## src/rtl/product_display_ctrl_pkg.sv

```systemverilog
// Shared constants, state type and helpers for the product display controller.
// Segment codes are active-low {g,f,e,d,c,b,a}.
package product_display_ctrl_pkg;

    typedef enum logic {S_IDLE, S_CONV} conv_state_e;

    localparam logic [6:0] SEG_0   = 7'h40;
    localparam logic [6:0] SEG_1   = 7'h79;
    localparam logic [6:0] SEG_2   = 7'h24;
    localparam logic [6:0] SEG_3   = 7'h30;
    localparam logic [6:0] SEG_4   = 7'h19;
    localparam logic [6:0] SEG_5   = 7'h12;
    localparam logic [6:0] SEG_6   = 7'h02;
    localparam logic [6:0] SEG_7   = 7'h78;
    localparam logic [6:0] SEG_8   = 7'h00;
    localparam logic [6:0] SEG_9   = 7'h10;
    localparam logic [6:0] SEG_OFF = 7'h7F;

    function automatic logic [6:0] seg_encode(input logic [3:0] nib);
        logic [6:0] code;
        case (nib)
            4'd0:    code = SEG_0;
            4'd1:    code = SEG_1;
            4'd2:    code = SEG_2;
            4'd3:    code = SEG_3;
            4'd4:    code = SEG_4;
            4'd5:    code = SEG_5;
            4'd6:    code = SEG_6;
            4'd7:    code = SEG_7;
            4'd8:    code = SEG_8;
            4'd9:    code = SEG_9;
            default: code = SEG_OFF;
        endcase
        return code;
    endfunction

    // Decimal digits needed for a pw-bit value: ceil(pw * log10(2)).
    function automatic int digits_needed(input int pw);
        return (pw * 30103 + 99999) / 100000;
    endfunction

endpackage

```

## src/rtl/product_display_ctrl_bin2bcd_seq.sv

```systemverilog
// Sequential double-dabble converter: one add-3/shift step per clock, PW steps.
// done is high in the final step; bcd then carries the completed result.
module bin2bcd_seq
    import product_display_ctrl_pkg::*;
#(
    parameter int PW     = 8,
    parameter int DIGITS = 4
) (
    input  logic                  clk,
    input  logic                  rstn,
    input  logic                  start,
    input  logic [PW-1:0]         bin,
    output logic                  done,
    output logic [4*DIGITS-1:0]   bcd
);

    localparam int BW = 4 * DIGITS;
    localparam int CW = (PW > 1) ? $clog2(PW) : 1;

    logic          running_q, running_d;
    logic [CW-1:0] cnt_q, cnt_d;
    logic [BW-1:0] bcd_q, bcd_d;
    logic [PW-1:0] shift_q, shift_d;

    logic [BW-1:0]    adj;
    logic [BW+PW-1:0] cat;
    logic [BW-1:0]    bcd_step;
    logic [PW-1:0]    shift_step;

    always_comb begin
        adj = bcd_q;
        for (int i = 0; i < DIGITS; i++) begin
            if (bcd_q[4*i +: 4] >= 4'd5) begin
                adj[4*i +: 4] = bcd_q[4*i +: 4] + 4'd3;
            end
        end
        cat        = {adj, shift_q} << 1;
        bcd_step   = cat[BW+PW-1:PW];
        shift_step = cat[PW-1:0];
    end

    always_comb begin
        running_d = running_q;
        cnt_d     = cnt_q;
        bcd_d     = bcd_q;
        shift_d   = shift_q;
        if (start) begin
            running_d = 1'b1;
            cnt_d     = '0;
            bcd_d     = '0;
            shift_d   = bin;
        end else if (running_q) begin
            bcd_d   = bcd_step;
            shift_d = shift_step;
            cnt_d   = cnt_q + CW'(1);
            if (cnt_q == CW'(PW - 1)) begin
                running_d = 1'b0;
            end
        end
    end

    assign done = running_q && (cnt_q == CW'(PW - 1));
    assign bcd  = bcd_step;

    always_ff @(posedge clk or negedge rstn) begin
        if (!rstn) begin
            running_q <= 1'b0;
            cnt_q     <= '0;
            bcd_q     <= '0;
            shift_q   <= '0;
        end else begin
            running_q <= running_d;
            cnt_q     <= cnt_d;
            bcd_q     <= bcd_d;
            shift_q   <= shift_d;
        end
    end

endmodule

```

## src/rtl/product_display_ctrl.sv

```systemverilog
// Accepts a binary product over valid/ready, converts it to BCD and scans it
// onto a multiplexed active-low 7-segment display with anti-ghost blanking.
module product_display_ctrl
    import product_display_ctrl_pkg::*;
#(
    parameter int PW           = 8,
    parameter int DIGITS       = 4,
    parameter int BLANK_CYCLES = 4,
    parameter int LZB          = 1
) (
    input  logic              clk,
    input  logic              rstn,
    input  logic              tick_1k,
    input  logic              prod_valid,
    input  logic [PW-1:0]     prod,
    output logic              prod_ready,
    output logic              busy,
    output logic [DIGITS-1:0] an,
    output logic [6:0]        seg
);

    localparam logic [DIGITS-1:0] AN_OFF = '1;
    localparam int IW  = (DIGITS > 1) ? $clog2(DIGITS) : 1;
    localparam int BCW = (BLANK_CYCLES > 0) ? $clog2(BLANK_CYCLES + 1) : 1;

    if (DIGITS < digits_needed(PW)) begin : g_bad_digits
        $error("DIGITS too small to display a PW-bit product");
    end

    conv_state_e           state_q, state_d;
    logic [4*DIGITS-1:0]   disp_q, disp_d;
    logic [IW-1:0]         idx_q, idx_d;
    logic [BCW-1:0]        blank_q, blank_d;
    logic [DIGITS-1:0]     an_q, an_d;
    logic [6:0]            seg_q, seg_d;

    logic                  start;
    logic                  conv_done;
    logic [4*DIGITS-1:0]   conv_bcd;
    logic [3:0]            digit;
    logic                  lead_blank;

    assign prod_ready = (state_q == S_IDLE);
    assign busy       = (state_q == S_CONV);
    assign start      = prod_valid && prod_ready;

    bin2bcd_seq #(
        .PW     (PW),
        .DIGITS (DIGITS)
    ) u_bin2bcd (
        .clk   (clk),
        .rstn  (rstn),
        .start (start),
        .bin   (prod),
        .done  (conv_done),
        .bcd   (conv_bcd)
    );

    always_comb begin
        state_d = state_q;
        disp_d  = disp_q;
        case (state_q)
            S_IDLE: if (start) state_d = S_CONV;
            S_CONV: begin
                if (conv_done) begin
                    disp_d  = conv_bcd;
                    state_d = S_IDLE;
                end
            end
            default: state_d = S_IDLE;
        endcase
    end

    // A tick always wins over the countdown so back-to-back ticks keep blanking.
    always_comb begin
        idx_d   = idx_q;
        blank_d = blank_q;
        if (tick_1k) begin
            idx_d   = (idx_q == IW'(DIGITS - 1)) ? '0 : idx_q + IW'(1);
            blank_d = BCW'(BLANK_CYCLES);
        end else if (blank_q != '0) begin
            blank_d = blank_q - BCW'(1);
        end
    end

    always_comb begin
        digit      = disp_q[4*idx_q +: 4];
        lead_blank = 1'b0;
        if (LZB != 0 && idx_q != '0) begin
            lead_blank = 1'b1;
            for (int i = 0; i < DIGITS; i++) begin
                if (i >= int'(idx_q) && disp_q[4*i +: 4] != 4'd0) begin
                    lead_blank = 1'b0;
                end
            end
        end
        an_d  = AN_OFF;
        seg_d = SEG_OFF;
        if (blank_q == '0) begin
            an_d  = ~(DIGITS'(1) << idx_q);
            seg_d = lead_blank ? SEG_OFF : seg_encode(digit);
        end
    end

    assign an  = an_q;
    assign seg = seg_q;

    always_ff @(posedge clk or negedge rstn) begin
        if (!rstn) begin
            state_q <= S_IDLE;
            disp_q  <= '0;
            idx_q   <= '0;
            blank_q <= '0;
            an_q    <= AN_OFF;
            seg_q   <= SEG_OFF;
        end else begin
            state_q <= state_d;
            disp_q  <= disp_d;
            idx_q   <= idx_d;
            blank_q <= blank_d;
            an_q    <= an_d;
            seg_q   <= seg_d;
        end
    end

endmodule

```

## config.mk

```make
export PLATFORM = sky130hd
export DESIGN_NAME = product_display_ctrl
export DESIGN_NICKNAME = d
export VERILOG_FILES = /design/src/rtl/product_display_ctrl_pkg.sv /design/src/rtl/product_display_ctrl_bin2bcd_seq.sv /design/src/rtl/product_display_ctrl.sv
export SDC_FILE = /design/constraint.sdc
export NUM_CORES = 1
export LEC_CHECK = 0
export BUFFER_PORTS_ARGS = -buffer_cell sky130_fd_sc_hd__buf_4
export CORE_UTILIZATION = 45
export CTS_CLUSTER_SIZE = 12
export DETAILED_ROUTE_END_ITERATION = 10
export HOLD_SLACK_MARGIN = 0.03
export PLACE_DENSITY_LB_ADDON = 0.05
export SLEW_MARGIN = 20
export SYNTH_ARGS = -nofsm -noshare
export SYNTH_HDL_FRONTEND = slang
export SYNTH_SLANG_ARGS = --single-unit
export TNS_END_PERCENT = 10
```

## constraint.sdc

```tcl
create_clock -name clk -period 3.1 [get_ports clk]
set_input_delay 0.31 -clock clk [delete_from_list [all_inputs] [get_ports clk]]
set_output_delay 0.31 -clock clk [all_outputs]
set_load 0.1 [all_outputs]
```

Word-level counts from Yosys, hierarchy flattened

Memory sizes are Yosys's and may differ from the RTL's.
Cells that the tools add are included.

Bitwise gates (word level): 2
Shifts and indexed selects: 2
Reduce and logical (&&, ||, !) cells: 15
Mux-type cells: 27
$add $sub $neg: 7
Equality and inequality tests: 2
Order comparisons: 7

Operators by type and width:

| operator                                             | count |
|---|---|
| two-way mux 16 bit                                   | 2 |
| >= comparator 4 x 3 -> 1 bit (second input constant) | 4 |
| two-way mux 4 bit                                    | 4 |
| two-way mux 8 bit                                    | 2 |
| nonzero test 4 bit                                   | 4 |
| indexed part select 16 x 5 -> 4 bit                  | 1 |
| two-way mux 3 bit                                    | 5 |
| two-way mux 7 bit                                    | 2 |
| adder 4 x 2 -> 4 bit (second input constant)         | 3 |
| two-way mux 1 bit                                    | 10 |
| nonzero test 2 bit                                   | 3 |
| logical AND 1 bit                                    | 5 |
| >= comparator 1 x 2 -> 1 bit (first input constant)  | 2 |
| NOT 4 bit                                            | 1 |
| << shifter 1 x 2 -> 4 bit (first input constant)     | 1 |
| adder 3 x 1 -> 3 bit (second input constant)         | 1 |
| adder 3 x 2 -> 3 bit (second input constant)         | 1 |
| equality test 3 bit (second input constant)          | 1 |
| logical NOT 3 bit                                    | 1 |
| nonzero test 3 bit                                   | 1 |
| subtractor 3 x 1 -> 3 bit (second input constant)    | 1 |
| adder 2 x 1 -> 2 bit (second input constant)         | 1 |
| equality test 2 bit (second input constant)          | 1 |
| >= comparator 2 bit (first input constant)           | 1 |
| other kinds (4)                                      | 4 |

Memories: 1
Bits in read-only memories: 112
Output and inout port bits: 13
Register bits: 61
Bits of input ports: 12
Logic and storage cells: 73

Memory list:

| name            | depth | width | read ports | clocked after memory_dff | write ports | line                           | RTL |
|---|---|---|---|---|---|---|---|
| (no name shown) | 16    | 7     | 1          | 0                        | 0           | product_display_ctrl_pkg.sv:21 | `case (nib)` |

Logic depth before layout (Yosys ltp)

Depth after elaboration: 9
Depth in mapped cells: 8
Depth with buffers taken out: 7

Hierarchy

A second synthesis with hierarchy kept.

Cells, all modules: 313
Area, all modules: 3321.9 um^2

Modules (own cells, without submodules):

| module               | sequential area each (um^2) | times used | area each (um^2) | cells each |
|---|---|---|---|---|
| bin2bcd_seq          | 700.7                       | 1          | 1676.6           | 181 |
| product_display_ctrl | 839.6                       | 1          | 1645.3           | 132 |

Worst setup path after synthesis

No wires, ideal clock.

Path type: register -> register
From: reg state_q (netlist: busy)
To: reg disp_q[0]
Library setup time: 125 ps
Clock period less this slack: 1998 ps
Required time: 2975 ps
Buffers on the path: 1
Stages on the path, launching flop included: 4
Setup slack: 1102 ps
Arrival time: 1873 ps
Cells stage by stage: dfrtp_1 nand3_1 buf_2 mux2_2

Cells in the longest elaborated chain, start to end: 1

RTL lines:

| what                          | line                        | RTL |
|---|---|---|
| start: declaration            | product_display_ctrl.sv:30  | `conv_state_e state_q, state_d;` |
| start signal: assignment      | product_display_ctrl.sv:117 | `state_q <= state_d;` |
| AND reduction 2 bit (no line) | --                          |  |
| end signal: assignment        | product_display_ctrl.sv:118 | `disp_q <= disp_d;` |
| end: declaration              | product_display_ctrl.sv:31  | `logic [4*DIGITS-1:0] disp_q, disp_d;` |

Every way passes these cells.
A chain may end at the register's enable or synchronous reset.

Worst setup path in the final report

From: reg idx_q[0]
To: reg seg_q[3] (netlist: seg[3])

Cells in the longest elaborated chain, start to end: 9
Elaborated cells between the ends (all ways): 16

RTL lines:

| what                                                             | line                        | RTL |
|---|---|---|
| start: declaration                                               | product_display_ctrl.sv:32  | `logic [IW-1:0] idx_q, idx_d;` |
| start signal: assignment                                         | product_display_ctrl.sv:119 | `idx_q <= idx_d;` |
| branches (longest 7 deep; another with memory read (16 x 7 bit)) | --                          |  |
| two-way mux 7 bit (*)                                            | product_display_ctrl.sv:101 | `seg_d = lead_blank ? SEG_OFF : seg_encode(digit);` |
| two-way mux 7 bit (*)                                            | product_display_ctrl.sv:99  | `if (blank_q == '0) begin` |
| net seg_d[3]                                                     | product_display_ctrl.sv:35  | `logic [6:0] seg_q, seg_d;` |
| end signal: assignment                                           | product_display_ctrl.sv:122 | `seg_q <= seg_d;` |
| end: declaration                                                 | product_display_ctrl.sv:35  |  |

Mark *: on every way through the listed nets, which the timed path passes.

==> metrics.txt <==
# TYPE chip_impl_metric gauge
chip_impl_metric{name="flip_flop_and_latch_count_after_synthesis",unit=""} 61
chip_impl_info{name="cts_tree",value="done"} 1
chip_impl_metric{name="report.final.slew_viol_count",unit=""} 0
chip_impl_info{name="critical_path.startpoint_type",value="flop"} 1
chip_impl_metric{name="clock_skew",unit="ps"} 5.97
chip_impl_metric{name="finalSetupViolations",unit=""} 0
chip_impl_info{name="run_status",value="complete, but fails checks"} 1
chip_impl_metric{name="layout-drive-gt1-share",unit="%"} 20.4
chip_impl_metric{name="hpwl",unit="µm"} 3630
chip_impl_metric{name="synthesis.instances",unit=""} 303
chip_impl_metric{name="clock_path_buffers",unit=""} 2
chip_impl_metric{name="synth_area_per_cell",unit="µm²"} 10.4
chip_impl_metric{name="synth-edff-count",unit=""} 0
chip_impl_metric{name="yosysWarningCount",unit=""} 0
chip_impl_metric{name="drv_cap",unit=""} 0
chip_impl_metric{name="count_of_buffers_added_by_post_cts_timing_repair_for_setup",unit=""} 0
chip_impl_metric{name="drtPass1Iterations",unit=""} 7
chip_impl_metric{name="clock_pin_transition_on_the_worst_setup_and_hold_timing_paths",unit="ps"} 70
chip_impl_metric{name="cts_htree_levels",unit=""} 3
chip_impl_metric{name="timing.final.crit_share",unit="%"} 67.3
chip_impl_info{name="yosys-top-cells-area",value="sky130_fd_sc_hd__dfrtp_1 40%, sky130_fd_sc_hd__dfstp_2 9.2%, sky130_fd_sc_hd__ha_1 8.8%, sky130_fd_sc_hd__mux2i_1 7.0%, sky130_fd_sc_hd__a21oi_1 4.1%"} 1
chip_impl_metric{name="detail-route-antenna-nets",unit=""} 0
chip_impl_info{name="rr_endpoint",value="seg[3]"} 1
chip_impl_metric{name="layout.cell_area.non_filler",unit="µm²"} 3590
chip_impl_metric{name="mappedNetlistNets",unit=""} 337
chip_impl_metric{name="synth_top_cell_area_share",unit="%"} 39.8
chip_impl_metric{name="detailed_route_wire_length",unit="µm"} 5350
chip_impl_metric{name="dpl_cell_area",unit="µm²"} 3380
chip_impl_metric{name="insertion_delay_of_the_later_clocked_pin_in_the_worst_skew_pair",unit="ps"} 330
chip_impl_metric{name="max_slew_headroom",unit="%"} 40.2
chip_impl_metric{name="drc_violations",unit=""} 1
chip_impl_metric{name="req_time_crit_path",unit="ps"} 3370
chip_impl_metric{name="die_height",unit="µm"} 85.6
chip_impl_info{name="worst_setup_path_end_kind",value="flop"} 1
chip_impl_info{name="hold_path.class",value="primary input to asynchronous set/reset pin"} 1
chip_impl_metric{name="synth.lib_cells_used.distinct",unit=""} 28
chip_impl_metric{name="grt_pass1_vias",unit=""} 1998
chip_impl_info{name="largest_area_contributor_in_the_netlist",value="sky130_fd_sc_hd__dfrtp_1"} 1
chip_impl_metric{name="overflow",unit=""} 0
chip_impl_info{name="critical_path_class",value="flop to flop"} 1
chip_impl_metric{name="cts_sinks",unit=""} 61
chip_impl_metric{name="reg2reg_slack",unit="ps"} 1010
chip_impl_metric{name="initial_core_util",unit="%"} 46.5
chip_impl_metric{name="hold_violations",unit=""} 0
chip_impl_metric{name="timing.critical_path.fanout_max",unit=""} 11
chip_impl_metric{name="diodes",unit=""} 0
chip_impl_metric{name="gr-usage-all-layers",unit="%"} 16.7
chip_impl_metric{name="core_region_area",unit="µm²"} 6760
chip_impl_metric{name="postCtsResizedCells",unit=""} 0
chip_impl_metric{name="grt_pass1_wl",unit="µm"} 9350
chip_impl_metric{name="io_pins",unit=""} 25
chip_impl_metric{name="cts-hold-fix-buffers",unit=""} 0
chip_impl_metric{name="die_area",unit="µm²"} 7320
chip_impl_metric{name="num-nets-final",unit=""} 362
chip_impl_metric{name="place_congestion",unit=""} 0.772
chip_impl_metric{name="max_clock_freq",unit="MHz"} 480
chip_impl_metric{name="wl_per_cell",unit="µm"} 12.9
chip_impl_metric{name="floorplan.die.width",unit="µm"} 85.6
chip_impl_metric{name="asyncSetResetFlopFracSynth",unit="%"} 100
chip_impl_metric{name="synth_sequential_area_ratio",unit="%"} 49.0
chip_impl_metric{name="cts_made_buffers",unit=""} 9
chip_impl_metric{name="num-fill-cells",unit=""} 621
chip_impl_metric{name="antenna_violations_before_repair",unit=""} 0
chip_impl_info{name="failing_checks",value="design-rule violations"} 1
chip_impl_info{name="grt_setup_unrepaired",value="false"} 1
chip_impl_metric{name="setup-tns-final",unit="ps"} 0
chip_impl_metric{name="worst_slew_pin_slew",unit="ps"} 894
chip_impl_metric{name="vias_per_cell",unit=""} 5.11
chip_impl_metric{name="worstRegToRegCells",unit=""} 6
chip_impl_metric{name="place.port_buffers",unit=""} 24
chip_impl_metric{name="grt_start_max_net_pins",unit=""} 62
chip_impl_metric{name="finish.utilization",unit="%"} 53.2
chip_impl_info{name="timing.rr.start",value="idx_q[0]"} 1
chip_impl_metric{name="area.growth.synth_to_final",unit="%"} 14.3
chip_impl_metric{name="period_needed",unit="ps"} 2090
chip_impl_metric{name="placementRows",unit=""} 30
chip_impl_info{name="clock-root-buffer",value="sky130_fd_sc_hd__clkbuf_8"} 1
chip_impl_metric{name="dr.first_iter.drc_count",unit=""} 89
chip_impl_info{name="postSynth.topFlopCell",value="sky130_fd_sc_hd__dfrtp_1"} 1
chip_impl_metric{name="vias",unit=""} 2111
chip_impl_metric{name="synth.cell_area",unit="µm²"} 3140
chip_impl_metric{name="cp_data_arrival_time",unit="ps"} 2350
[cell usage after synthesis (6+ instances only)]
cell / instances
sky130_fd_sc_hd__a21oi_1: 26
sky130_fd_sc_hd__clkbuf_1: 7
sky130_fd_sc_hd__dfrtp_1: 50
sky130_fd_sc_hd__dfstp_2: 11
sky130_fd_sc_hd__ha_1: 22
sky130_fd_sc_hd__inv_1: 19
sky130_fd_sc_hd__mux2_2: 9
sky130_fd_sc_hd__mux2i_1: 22
sky130_fd_sc_hd__nand2_1: 29
sky130_fd_sc_hd__nand2b_1: 6
sky130_fd_sc_hd__nand3_1: 6
sky130_fd_sc_hd__nor2_1: 26
sky130_fd_sc_hd__nor3b_1: 7
sky130_fd_sc_hd__o21ai_0: 26
sky130_fd_sc_hd__o21ai_1: 6
sky130_fd_sc_hd__xnor2_1: 6
[kinds of logic after synthesis]
| family | count (synthesis) | share of synthesized area (%) |
|---|---|---|
| AO/OA/AOI/OAI | 65 | 10.9 |
| buffers and inverters | 32 | 4.22 |
| adder cells (fa/ha/maj) | 22 | 8.76 |
| XOR/XNOR | 6 | 1.67 |
| multiplexers | 35 | 13.1 |
| AND/OR/NAND/NOR | 82 | 12.3 |
| flip-flops | 61 | 49.0 |
[metal layers]
layer  global-route usage [%]  vias to the layer above  wire length (µm)
met5                        0                        -                 0
met4                     9.09                        0                96
met3                     3.18                        8               135
met2                     27.9                       29              2510
met1                     20.6                      983              2610
li1                         -                     1091                 -
[worst max-delay path by stage]
stage,depth (start not counted),startpoint,end,slack (ps)
2_1_floorplan,3,busy,disp_q[0],1100
3_3_place_gp,6,idx_q[0],seg[3],1090
3_5_place_dp,6,idx_q[0],seg[3],1060
4_1_cts,6,idx_q[0],seg[3],1020
5_1_grt,6,idx_q[0],seg[3],850
6_report,6,idx_q[0],seg[3],1010
[registers in the layout, summed over array words and instances (netlist names), 2 cells and up]
register,cells
an,4
blank_q,3
disp_q,16
idx_q,2
seg,7
u_bin2bcd.bcd_q,16
u_bin2bcd.cnt_q,3
u_bin2bcd.shift_q,8
[metrics by stage]
step                      setup WS [ps]  hold WS (ps)  cells
final                              1010          44.2    413
after detailed placement           1060           439    397
after floorplan                    1100          14.4    303
after global placement             1090           438    397
after global routing                854           109    413
after CTS                          1020          70.0    413
[area by class of cell]
type                            count  area [µm²]  share of cell area [%]
Timing Repair Buffer               26         195                    5.43
Tap cell                           80         100                    2.79
Multi-Input combinational cell    210        1470                    41.0
Sequential cell                    61        1540                    42.9
Inverter                           20        75.1                    2.09
Clock inverter                      4        45.0                    1.25
Clock buffer                       12         165                    4.60
[worst max-delay path, cell delays in order (launching register included)]
cell                      delay (ps)
sky130_fd_sc_hd__dfrtp_1         650
sky130_fd_sc_hd__mux4_2          660
sky130_fd_sc_hd__inv_1           140
sky130_fd_sc_hd__ha_1            260
sky130_fd_sc_hd__a21oi_1         140
sky130_fd_sc_hd__nor2_1           60
sky130_fd_sc_hd__o21ai_1         110
[layout by cell type, fill, tap and decap left out, drive strengths merged, types with 3 or more instances in the layout]
cell,synthesis,final
xnor2,6,6
inv,19,19
nor2,26,26
nand2b,6,6
nand2,29,29
nand3,6,6
clkbuf,7,12
ha,22,22
nor2b,3,3
mux4,4,4
mux2i,22,22
o21ai,32,32
nor3b,7,7
a21oi,26,26
a211oi,4,4
clkinv,1,4
dfstp,11,11
dfrtp,50,50
mux2,9,9
nor4,3,3
buf,5,26
Power is not shown: default switching activity piles up to over one toggle a cycle in this logic, so the estimate is an artifact.
